**config.mk**
```make
export PLATFORM = sky130hd
export DESIGN_NAME = dragon_body
export DESIGN_NICKNAME = d
export VERILOG_FILES = /design/src/rtl/dragon_body.sv
export SDC_FILE = /design/constraint.sdc
export NUM_CORES = 1
export LEC_CHECK = 0
export BUFFER_PORTS_ARGS = -buffer_cell sky130_fd_sc_hd__buf_2
export CAP_MARGIN = 20
export CORE_ASPECT_RATIO = 1.1
export CORE_MARGIN = 4
export CORE_UTILIZATION = 43
export CTS_CLUSTER_SIZE = 25
export DETAILED_ROUTE_END_ITERATION = 12
export HOLD_SLACK_MARGIN = 0.15
export RECOVER_POWER = 25
export SKIP_CTS_REPAIR_TIMING = 1
export SYNTH_ARGS = -nofsm -noshare
export SYNTH_HDL_FRONTEND = slang
export SYNTH_SLANG_ARGS = --single-unit
export TNS_END_PERCENT = 100
```
**constraint.sdc**
```tcl
create_clock -name clk -period 4.61 [get_ports clk]
set_input_delay 0.6915 -clock clk [delete_from_list [all_inputs] [get_ports clk]]
set_output_delay 0.6915 -clock clk [all_outputs]
set_load 0.02 [all_outputs]
```
**src/rtl/dragon_body.sv**
```systemverilog
// dragon_body: trailing body history behind the dragon head,
// length control, player collision and per-segment readout.
module dragon_body #(
  parameter int MAX_SEG  = 8,
  parameter int INIT_LEN = 3,
  parameter int POS_W    = 8,
  localparam int SEL_W   = $clog2(MAX_SEG)
) (
  input  logic             clk,
  input  logic             reset,
  input  logic [POS_W-1:0] head_pos,
  input  logic [1:0]       head_dir,
  input  logic             grow,
  input  logic             shrink,
  input  logic [POS_W-1:0] player_pos,
  input  logic [SEL_W-1:0] seg_sel,
  output logic [POS_W-1:0] seg_pos,
  output logic [1:0]       seg_dir,
  output logic             seg_active,
  output logic [3:0]       body_len,
  output logic             body_hit,
  output logic             len_sat
);

  localparam logic [3:0] L_MAX  = 4'(MAX_SEG);
  localparam logic [3:0] L_INIT = 4'(INIT_LEN);
  localparam logic [3:0] L_ONE  = 4'd1;
  localparam bit SEL_FULL = (MAX_SEG == (1 << SEL_W));

  logic [POS_W-1:0] r_pos [MAX_SEG];
  logic [1:0]       r_dir [MAX_SEG];
  logic [POS_W-1:0] r_head_q;
  logic [1:0]       r_head_dir_q;
  logic [3:0]       r_len;
  logic             r_len_sat;
  logic [POS_W-1:0] r_seg_pos;
  logic [1:0]       r_seg_dir;
  logic             r_seg_active;
  logic             r_body_hit;

  logic w_move;
  logic w_sel_ok;
  logic w_hit;

  assign w_move   = (head_pos != r_head_q);
  assign w_sel_ok = SEL_FULL ? 1'b1
                  : (seg_sel < SEL_W'(MAX_SEG));

  // Overlap of player with any currently active segment.
  always_comb begin
    w_hit = 1'b0;
    for (int i = 0; i < MAX_SEG; i++) begin
      if ((4'(i) < r_len) && (r_pos[i] == player_pos))
        w_hit = 1'b1;
    end
  end

  // Head tracking and history shift on each grid move.
  always_ff @(posedge clk) begin
    if (!reset) begin
      r_head_q     <= '0;
      r_head_dir_q <= '0;
      for (int i = 0; i < MAX_SEG; i++) begin
        r_pos[i] <= '0;
        r_dir[i] <= '0;
      end
    end else begin
      r_head_q     <= head_pos;
      r_head_dir_q <= head_dir;
      if (w_move) begin
        r_pos[0] <= r_head_q;
        r_dir[0] <= r_head_dir_q;
        for (int i = 1; i < MAX_SEG; i++) begin
          r_pos[i] <= r_pos[i-1];
          r_dir[i] <= r_dir[i-1];
        end
      end
    end
  end

  // Body length with saturation at both ends.
  always_ff @(posedge clk) begin
    if (!reset) begin
      r_len     <= L_INIT;
      r_len_sat <= 1'b0;
    end else begin
      r_len_sat <= 1'b0;
      if (grow && !shrink) begin
        if (r_len == L_MAX) r_len_sat <= 1'b1;
        else                r_len     <= r_len + L_ONE;
      end else if (shrink && !grow) begin
        if (r_len == L_ONE) r_len_sat <= 1'b1;
        else                r_len     <= r_len - L_ONE;
      end
    end
  end

  // Registered segment readout and collision flag.
  always_ff @(posedge clk) begin
    if (!reset) begin
      r_seg_pos    <= '0;
      r_seg_dir    <= '0;
      r_seg_active <= 1'b0;
      r_body_hit   <= 1'b0;
    end else begin
      r_seg_pos    <= w_sel_ok ? r_pos[seg_sel] : '0;
      r_seg_dir    <= w_sel_ok ? r_dir[seg_sel] : '0;
      r_seg_active <= w_sel_ok && (4'(seg_sel) < r_len);
      r_body_hit   <= w_hit;
    end
  end

  assign seg_pos    = r_seg_pos;
  assign seg_dir    = r_seg_dir;
  assign seg_active = r_seg_active;
  assign body_len   = r_len;
  assign body_hit   = r_body_hit;
  assign len_sat    = r_len_sat;

endmodule

```
### Yosys cells after proc, flatten, opt, wreduce, memory -nomap -nowiden

Memories as Yosys holds them, arrays and structs flattened. A register that Yosys moved wholly into a read port is not among the register bits.
Index checks and enable logic that the tools add are counted.

| storage, ports and cells | value |
|---|---|
| bits in registers | 17 |
| RAM bits | 80 |
| input port bits | 25 |
| logic and storage cells | 100 |
| memories kept | 2 |

| operators by class | value |
|---|---|
| $add $sub $neg | 2 |
| magnitude comparators | 9 |
| equality and inequality tests | 13 |
| muxes and demuxes | 36 |
| bitwise operators | 16 |
| reductions and logical operators | 16 |

Memories:

| memory | words | bits a word | read ports | clocked after Yosys merged registers in | wr ports | RTL line | source |
|---|---|---|---|---|---|---|---|
| r_pos | 8 | 8 | 9 | 1 | 8 | 30 | `logic [POS_W-1:0] r_pos [MAX_SEG];` |
| r_dir | 8 | 2 | 8 | 1 | 8 | 31 | `logic [1:0] r_dir [MAX_SEG];` |

Operators with widths:

| operator | number |
|---|---|
| == test 8 bit | 8 |
| 2-to-1 mux 8 bit | 8 |
| less-than comparator 3 x 4 -> 1 bit (first input constant) | 4 |
| 2-to-1 mux 1 bit | 16 |
| 2-to-1 mux 2 bit | 8 |
| 2-to-1 mux 4 bit | 4 |
| OR 1 bit | 16 |
| logical AND 1 bit | 10 |
| less-than comparator 1 x 4 -> 1 bit (first input constant) | 2 |
| less-than comparator 2 x 4 -> 1 bit (first input constant) | 2 |
| != test 8 bit | 1 |
| adder 4 x 1 -> 4 bit (second input constant) | 1 |
| == test 4 x 1 -> 1 bit (second input constant) | 1 |
| == test 4 bit (second input constant) | 1 |
| zero test 1 bit | 4 |
| less-than comparator 3 x 4 -> 1 bit | 1 |
| != test 2 bit (second input constant) | 2 |
| subtractor 4 x 1 -> 4 bit (second input constant) | 1 |
| AND reduction 3 bit | 1 |
| nonzero test 2 bit | 1 |

### Depth between registers and ports, before layout

Gate-level depths: netlist of the first run.
An unclocked memory read counts as a cell.

| logic depth | value |
|---|---|
| word-level depth | 11 |
| depth in mapped cells | 8 |
| mapped depth without buffers | 7 |

### Worst setup path before layout of the first run

Ideal clock, no wire load.

| path | value |
|---|---|
| path type | input port to flip-flop |
| start point | input port head_pos[5] |
| end point | memory r_dir[0][0], enable pin |
| library setup time | 0.998 ns |
| arrival time | 2.995 ns |
| data required time | 3.612 ns |
| setup slack | 0.617 ns |
| stages on the path | 3 |
| cell sequence | xor2_1 -> nor4_1 -> nand3_1 |

RTL lines:

| what | RTL line | source |
|---|---|---|
| start: declaration | 11 | `input logic [POS_W-1:0] head_pos,` |
| end: declaration | 31 |  |

==> impl_metrics.ini, run 1 <==
[status]
status = finished with violations
violations = max-capacitance violations, max-slew violations

[timing]
max_freq_mhz = 343.0
min_period_ns = 2.916
min_period_over_period_pct = 63.25
finalMaxSlewViolations = 50
worst_slew_pin_slew_ns = 2.027
slew_headroom_pct = -35.12
skew_ns = 0.009442
timing.setup.tns_ns = 0
hold_viol = 0
setup_viol = 0
rsz0062_at_grt = false

[setup_path]
start_kind = primary input
crit_type = primary input to flip-flop
cp-end-kind = flip-flop
critical_path_arrival_ns = 3.13
path_cells = clkbuf_1 > a21boi_4 > buf_4 > and2_1
worstPathRequired_ns = 4.83
max_stage_delay_ns = 1.41
crit_slowest_cell = clkbuf_1
crit_fanout = 60

[final_layout]
final_nets = 472
diodes = 0
postLayoutCoreUtil_pct = 49.28
area_growth_pct = 11.06
drive_gt1_share_pct = 14.64

[clock_network]
cts.htree.levels = 3
cts-root-buf = clkbuf_16
cts_made_buffers = 9
clk_pin_slew_worst_paths_ns = 0.07
cts_tree = built
cts_buffer_depth = 2
cts.sinks = 107
worstSkewPairLatency_ns = 0.35

[power_and_ir_drop]
power.net_switching_mw = 0.5087
p_int_mw = 1.566
p_sw_share_pct = 24.52
ir_drop_mv = 0.1501
leakage_nw = 2.444
clockPowerShare_pct = 38.4
power_density_nw_per_um2 = 346.8
seq_power_share_pct = 51.9
combPwrFrac_pct = 9.7
power_mw = 2.074

[routing]
drcViolationCount = 0
drtIter0Drc = 155
vias_per_cell = 5.298
post_drt_wl_per_cell_um = 17.75
drt-total-wl_um = 10620
vias = 3168
drtPass1Iterations = 4
ant_nets = 0

[logic_synthesis]
synth_top_family_by_area = simple AND/OR/NAND/NOR gates
synthSimpleGateAreaFrac_pct = 15.75
synth_fp_nets = 443
syn_avg_cell_area_um2 = 13.14
synthAdderAreaFrac_pct = 1.858
synthCells = 410
ys_warn_count = 0
synth_cell_type_count = 37
synth-xor-area-share_pct = 12.36
muxShareOfSynthArea_pct = 10.41
synth_compound_area_share_pct = 2.230
yosysSeqAreaShare_pct = 54.63
syn-cell-area_um2 = 5386
ys_seq_elements = 107

[floorplan]
fp-row-count = 42
die-area_um2 = 14380
fp.dieW_um = 114.7
core_um2 = 12140
start_util_pct = 44.37
die_height_um = 125.4
ios = 42

[worst_hold_path]
hold_path.class = flip-flop to flip-flop

[global_route]
grt.total_usage_pct = 15.68
overflow = 0
grt_max_degree = 81
grt_pass1_wl_um = 17230
antenna_found_initial = 0
grt_pass1_vias = 3197

[place]
io_buffer_count = 41
hpwl_um = 6981
place.gp.congestion = 0.7727

[run]
cap_violations = 1
[state kept, by name (all words and copies together), names as in the netlist]
signal,cells
body_hit,1
body_len,4
len_sat,1
r_dir,16
r_head_dir_q,2
r_head_q,8
r_pos,64
seg_active,1
seg_dir,2
seg_pos,8
[stage by stage]
| step | instances | hold WS [ns] | setup WS (ns) | cell area [um2] |
|---|---|---|---|---|
| 2_1_floorplan | 410 | 0.4822 | 0.6166 | 5386 |
| 3_3_place_gp | 582 | 0.4850 | 1.835 | 5697 |
| 3_5_place_dp | 582 | 0.4975 | 1.827 | 5697 |
| 4_1_cts | 598 | 0.5161 | 2.193 | 6005 |
| 5_1_grt | 598 | 0.5300 | 1.308 | 5982 |
| 6_report | 598 | 0.5099 | 1.694 | 5982 |
[placed cells by master (no fill, tap or decap), types with 3 or more instances in the layout]
| cell type | n |
|---|---|
| clkbuf_16 | 9 |
| buf_2 | 23 |
| nor4_1 | 10 |
| ha_1 | 8 |
| nor2b_1 | 10 |
| dfxtp_1 | 27 |
| a21oi_1 | 4 |
| edfxtp_1 | 80 |
| xor2_1 | 54 |
| and2_1 | 75 |
| clkbuf_1 | 18 |
| inv_1 | 5 |
| mux4_2 | 20 |
| nor2_1 | 4 |
| and2_0 | 17 |
| nand3_1 | 6 |
| nand2_1 | 3 |
| mux2i_1 | 11 |
| xnor2_1 | 22 |
| nand4_1 | 6 |
| nor3_1 | 4 |
[critical path, delay by kind of cell]
| family | cells | cell delay (ns) |
|---|---|---|
| AOI/OAI and AO/OA | 1 | 0.36 |
| and+or+nand+nor | 1 | 0.20 |
| buffers and inverters | 2 | 1.86 |
[final timing paths]
path | start | endpoint | slack [ns] | cells after the start
worst min register to register | r_head_dir_q[1] | r_dir[0][1] | 0.51 | 1
worst max-delay path | reset | r_pos[1][3] | 1.69 | 4
worst min-delay path | r_head_dir_q[1] | r_dir[0][1] | 0.51 | 1
worst max register to register | r_head_q[1] | r_pos[5][1] | 2.31 | 4
[metal layers]
metal / up-vias / share of wire (%) / track usage, %
met5: - / 0 / 0
met4: 0 / 1.8 / 5.801
met3: 12 / 4.3 / 3.045
met2: 65 / 47 / 23.54
met1: 1592 / 47 / 22.60
li1: 1499 / - / -
[final cells by class]
| cell class | instances | area (um2) |
|---|---|---|
| Inverter | 6 | 22.52 |
| Clock buffer | 9 | 225.2 |
| Sequential cell | 107 | 2943 |
| Timing Repair Buffer | 43 | 197.7 |
| Fill cell | 1056 | 6157 |
| Multi-Input combinational cell | 272 | 2318 |
| Tap cell | 154 | 192.7 |
| Clock inverter | 7 | 82.58 |
[logic make-up after synthesis]
kind of cell	after synthesis
buf+inv	31
fa+ha+maj	8
xor+xnor	76
simple gates	140
mux	31
compound gates	17
flops	107
[synthesized netlist by cell type, drive strengths merged]
| cell type | count | area share, % |
|---|---|---|
| mux2i | 11 | 2.0 |
| or3 | 1 | 0.12 |
| ha | 8 | 1.9 |
| a22oi | 1 | 0.14 |
| edfxtp | 80 | 45 |
| dfxtp | 27 | 10 |
| xor2 | 54 | 8.8 |
| nand4 | 6 | 0.70 |
| nand2b | 1 | 0.12 |
| o211ai | 1 | 0.14 |
| buf | 11 | 1.4 |
| o31ai | 1 | 0.14 |
| inv | 6 | 0.42 |
| and2 | 92 | 11 |
| o41a | 1 | 0.21 |
| o41ai | 1 | 0.16 |
| o21a | 1 | 0.14 |
| a31oi | 2 | 0.23 |
| nand3 | 7 | 0.65 |
| xnor2 | 22 | 3.6 |
| or3b | 1 | 0.16 |
| o21ai | 2 | 0.19 |
| nor3 | 4 | 0.37 |
| nor4 | 10 | 1.2 |
| or4 | 1 | 0.14 |
| a21oi | 4 | 0.37 |
| a211oi | 2 | 0.37 |
| a21boi | 1 | 0.14 |
| nand2 | 3 | 0.21 |
| mux4 | 20 | 8.4 |
| nor2 | 4 | 0.28 |
| clkbuf | 14 | 0.98 |
| nor2b | 10 | 1.2 |
[power by group through the flow]
stage	sequential [mW]	clock, mW	combinational (mW)
final	1.08	0.797	0.201
after detailed placement	1.10	0	0.207
after CTS	1.08	0.819	0.208
after floorplan	1.10	0	0.140
after global placement	1.10	0	0.204
after global routing	1.08	0.863	0.225
Power figures use the tool's default switching activity.
==> run 2, diff against run 1 <==
Clock period 4.61 ns to 2.7 ns, I/O delays scaled along.
==> impl_metrics.ini, run 2 (synthesis gave the netlist of run 1 again) <==
[status]
status = finished with violations
violations = max-capacitance violations, max-slew violations

[timing]
worst_slew_pin_slew_ns = 1.781
max_freq_mhz = 495.1
finalMaxSlewViolations = 48
rsz0062_at_grt = false
hold_viol = 0
setup_viol = 0
skew_ns = 0.008486
slew_headroom_pct = -18.76
min_period_over_period_pct = 74.81
timing.setup.tns_ns = 0
min_period_ns = 2.020

[setup_path]
max_stage_delay_ns = 1.30
crit_fanout = 47
worstPathRequired_ns = 2.82
crit_type = primary input to flip-flop
path_cells = clkbuf_1 > clkbuf_1 > o211ai_1
ff2ff_setup_slack_ns = 0.81
crit_slowest_cell = clkbuf_1
r2r-end = body_len[0]
r2r_cells = 7
critical_path_arrival_ns = 2.14
cpMostUsedCell = clkbuf_1
start_kind = primary input
cp-end-kind = flip-flop
worstReg2RegStart = body_len[1]

[floorplan]
core_um2 = 12140
start_util_pct = 44.37
fp.dieW_um = 114.7
ios = 42
die-area_um2 = 14380
die_height_um = 125.4
fp-row-count = 42

[final_layout]
drive_gt1_share_pct = 14.96
top_register = r_pos
fillers = 1110
reg.largest.list = r_pos (64), r_dir (16)
mostFrequentLayoutCells = edfxtp_1 (80), and2_1 (74), xor2_1 (54), dfxtp_1 (27), buf_2 (23)
mostFrequentLayoutCell = edfxtp_1
multi_input_area_um2 = 2318
regArea_um2 = 2943
largest_register_ffs = 64
area_growth_pct = 12.17
diodes = 0
final_nets = 476

[global_route]
grt.total_usage_pct = 15.45
grt_pass1_wl_um = 17060
grt_pass1_vias = 3218
overflow = 0
grt_max_degree = 81
antenna_found_initial = 0

[clock_network]
cts_tree = built
clk_pin_slew_worst_paths_ns = 0.07
cts_buffer_depth = 2
cts-root-buf = clkbuf_16
cts.htree.levels = 3
cts_made_buffers = 9
worstSkewPairLatency_ns = 0.35
cts.sinks = 107

[power_and_ir_drop]
power_density_nw_per_um2 = 595.7
power_mw = 3.599
ir_drop_mv = 0.2921
leakage_nw = 2.483

[routing]
post_drt_wl_per_cell_um = 17.57
drt-total-wl_um = 10580
drcViolationCount = 0
drtPass1Iterations = 4
vias_per_cell = 5.194
ant_nets = 0
vias = 3127
drtIter0Drc = 182

[worst_hold_path]
worstHoldEndpoint = r_head_dir_q[1]
min_from = head_dir[1]
hold_path.class = primary input to flip-flop
min_delay_path_depth = 2

[place]
hpwl_um = 7165
place.gp.congestion = 0.8148
io_buffer_count = 41

[run]
cap_violations = 1
-- run 2: cell types whose count changed in the layout (fill, tap and decap cells not counted), sizes merged --
cell      previous run  this run
clkbuf              27        29
clkinvlp             2         0
inv                  9         7
clkinv               1         3
bufinv               1         2
buf                 25        28
-- run 2: critical path: cells and delay by family --
kind            cells  cell delay [ns]
compound gates      1             0.22
buf+inv             2             1.47
-- run 2: metrics by stage --
stage / cell area, um2 / setup slack, ns / hold slack, ns / utilization (%) / instances
5_1_grt: 6042 / 0.4025 / 0.2756 / 49.77 / 602
6_report: 6042 / 0.6801 / 0.2610 / 49.77 / 602
4_1_cts: 6068 / 0.8057 / 0.2531 / 49.99 / 602
2_1_floorplan: 5399 / 0.4489 / 0.4822 / - / 410
3_5_place_dp: 5752 / 0.6207 / 0.4922 / 47.38 / 586
3_3_place_gp: 5752 / 0.6371 / 0.4847 / 47.38 / 586
-- run 2: power breakdown --
part           internal (mW)  switching, mW
clock                  0.816          0.598
combinational          0.148          0.199
sequential              1.80         0.0426
-- run 2: per-layer routing --
metal  global-route usage (%)  vias to the layer above  routed length [um]
met4                    7.597                        0                 256
met3                    2.078                       17                 505
met2                    23.88                       77                5012
li1                         -                     1506                   -
met1                    21.37                     1527                4802
met5                        0                        -                   0
-- run 2: worst max-delay path by stage --
stage / startpoint / end / slack [ns] / cells past startpoint
2_1_floorplan: head_pos[5] / r_dir[0][0] / 0.45 / 3
5_1_grt: reset / body_len[1] / 0.40 / 3
6_report: reset / body_len[1] / 0.68 / 3
4_1_cts: r_head_q[5] / r_pos[1][4] / 0.81 / 6
3_5_place_dp: head_pos[5] / r_pos[0][2] / 0.62 / 7
3_3_place_gp: head_pos[5] / r_pos[0][7] / 0.64 / 7
-- run 2: layout make-up --
cell class | count | share of cell area (%)
multi-input cells | 272 | 38.37
clock inverters | 6 | 1.450
repair buffers | 47 | 4.121
flip-flops and latches | 107 | 48.71
clock buffers | 10 | 3.790
inverters | 6 | 0.3727
well taps | 154 | 3.189
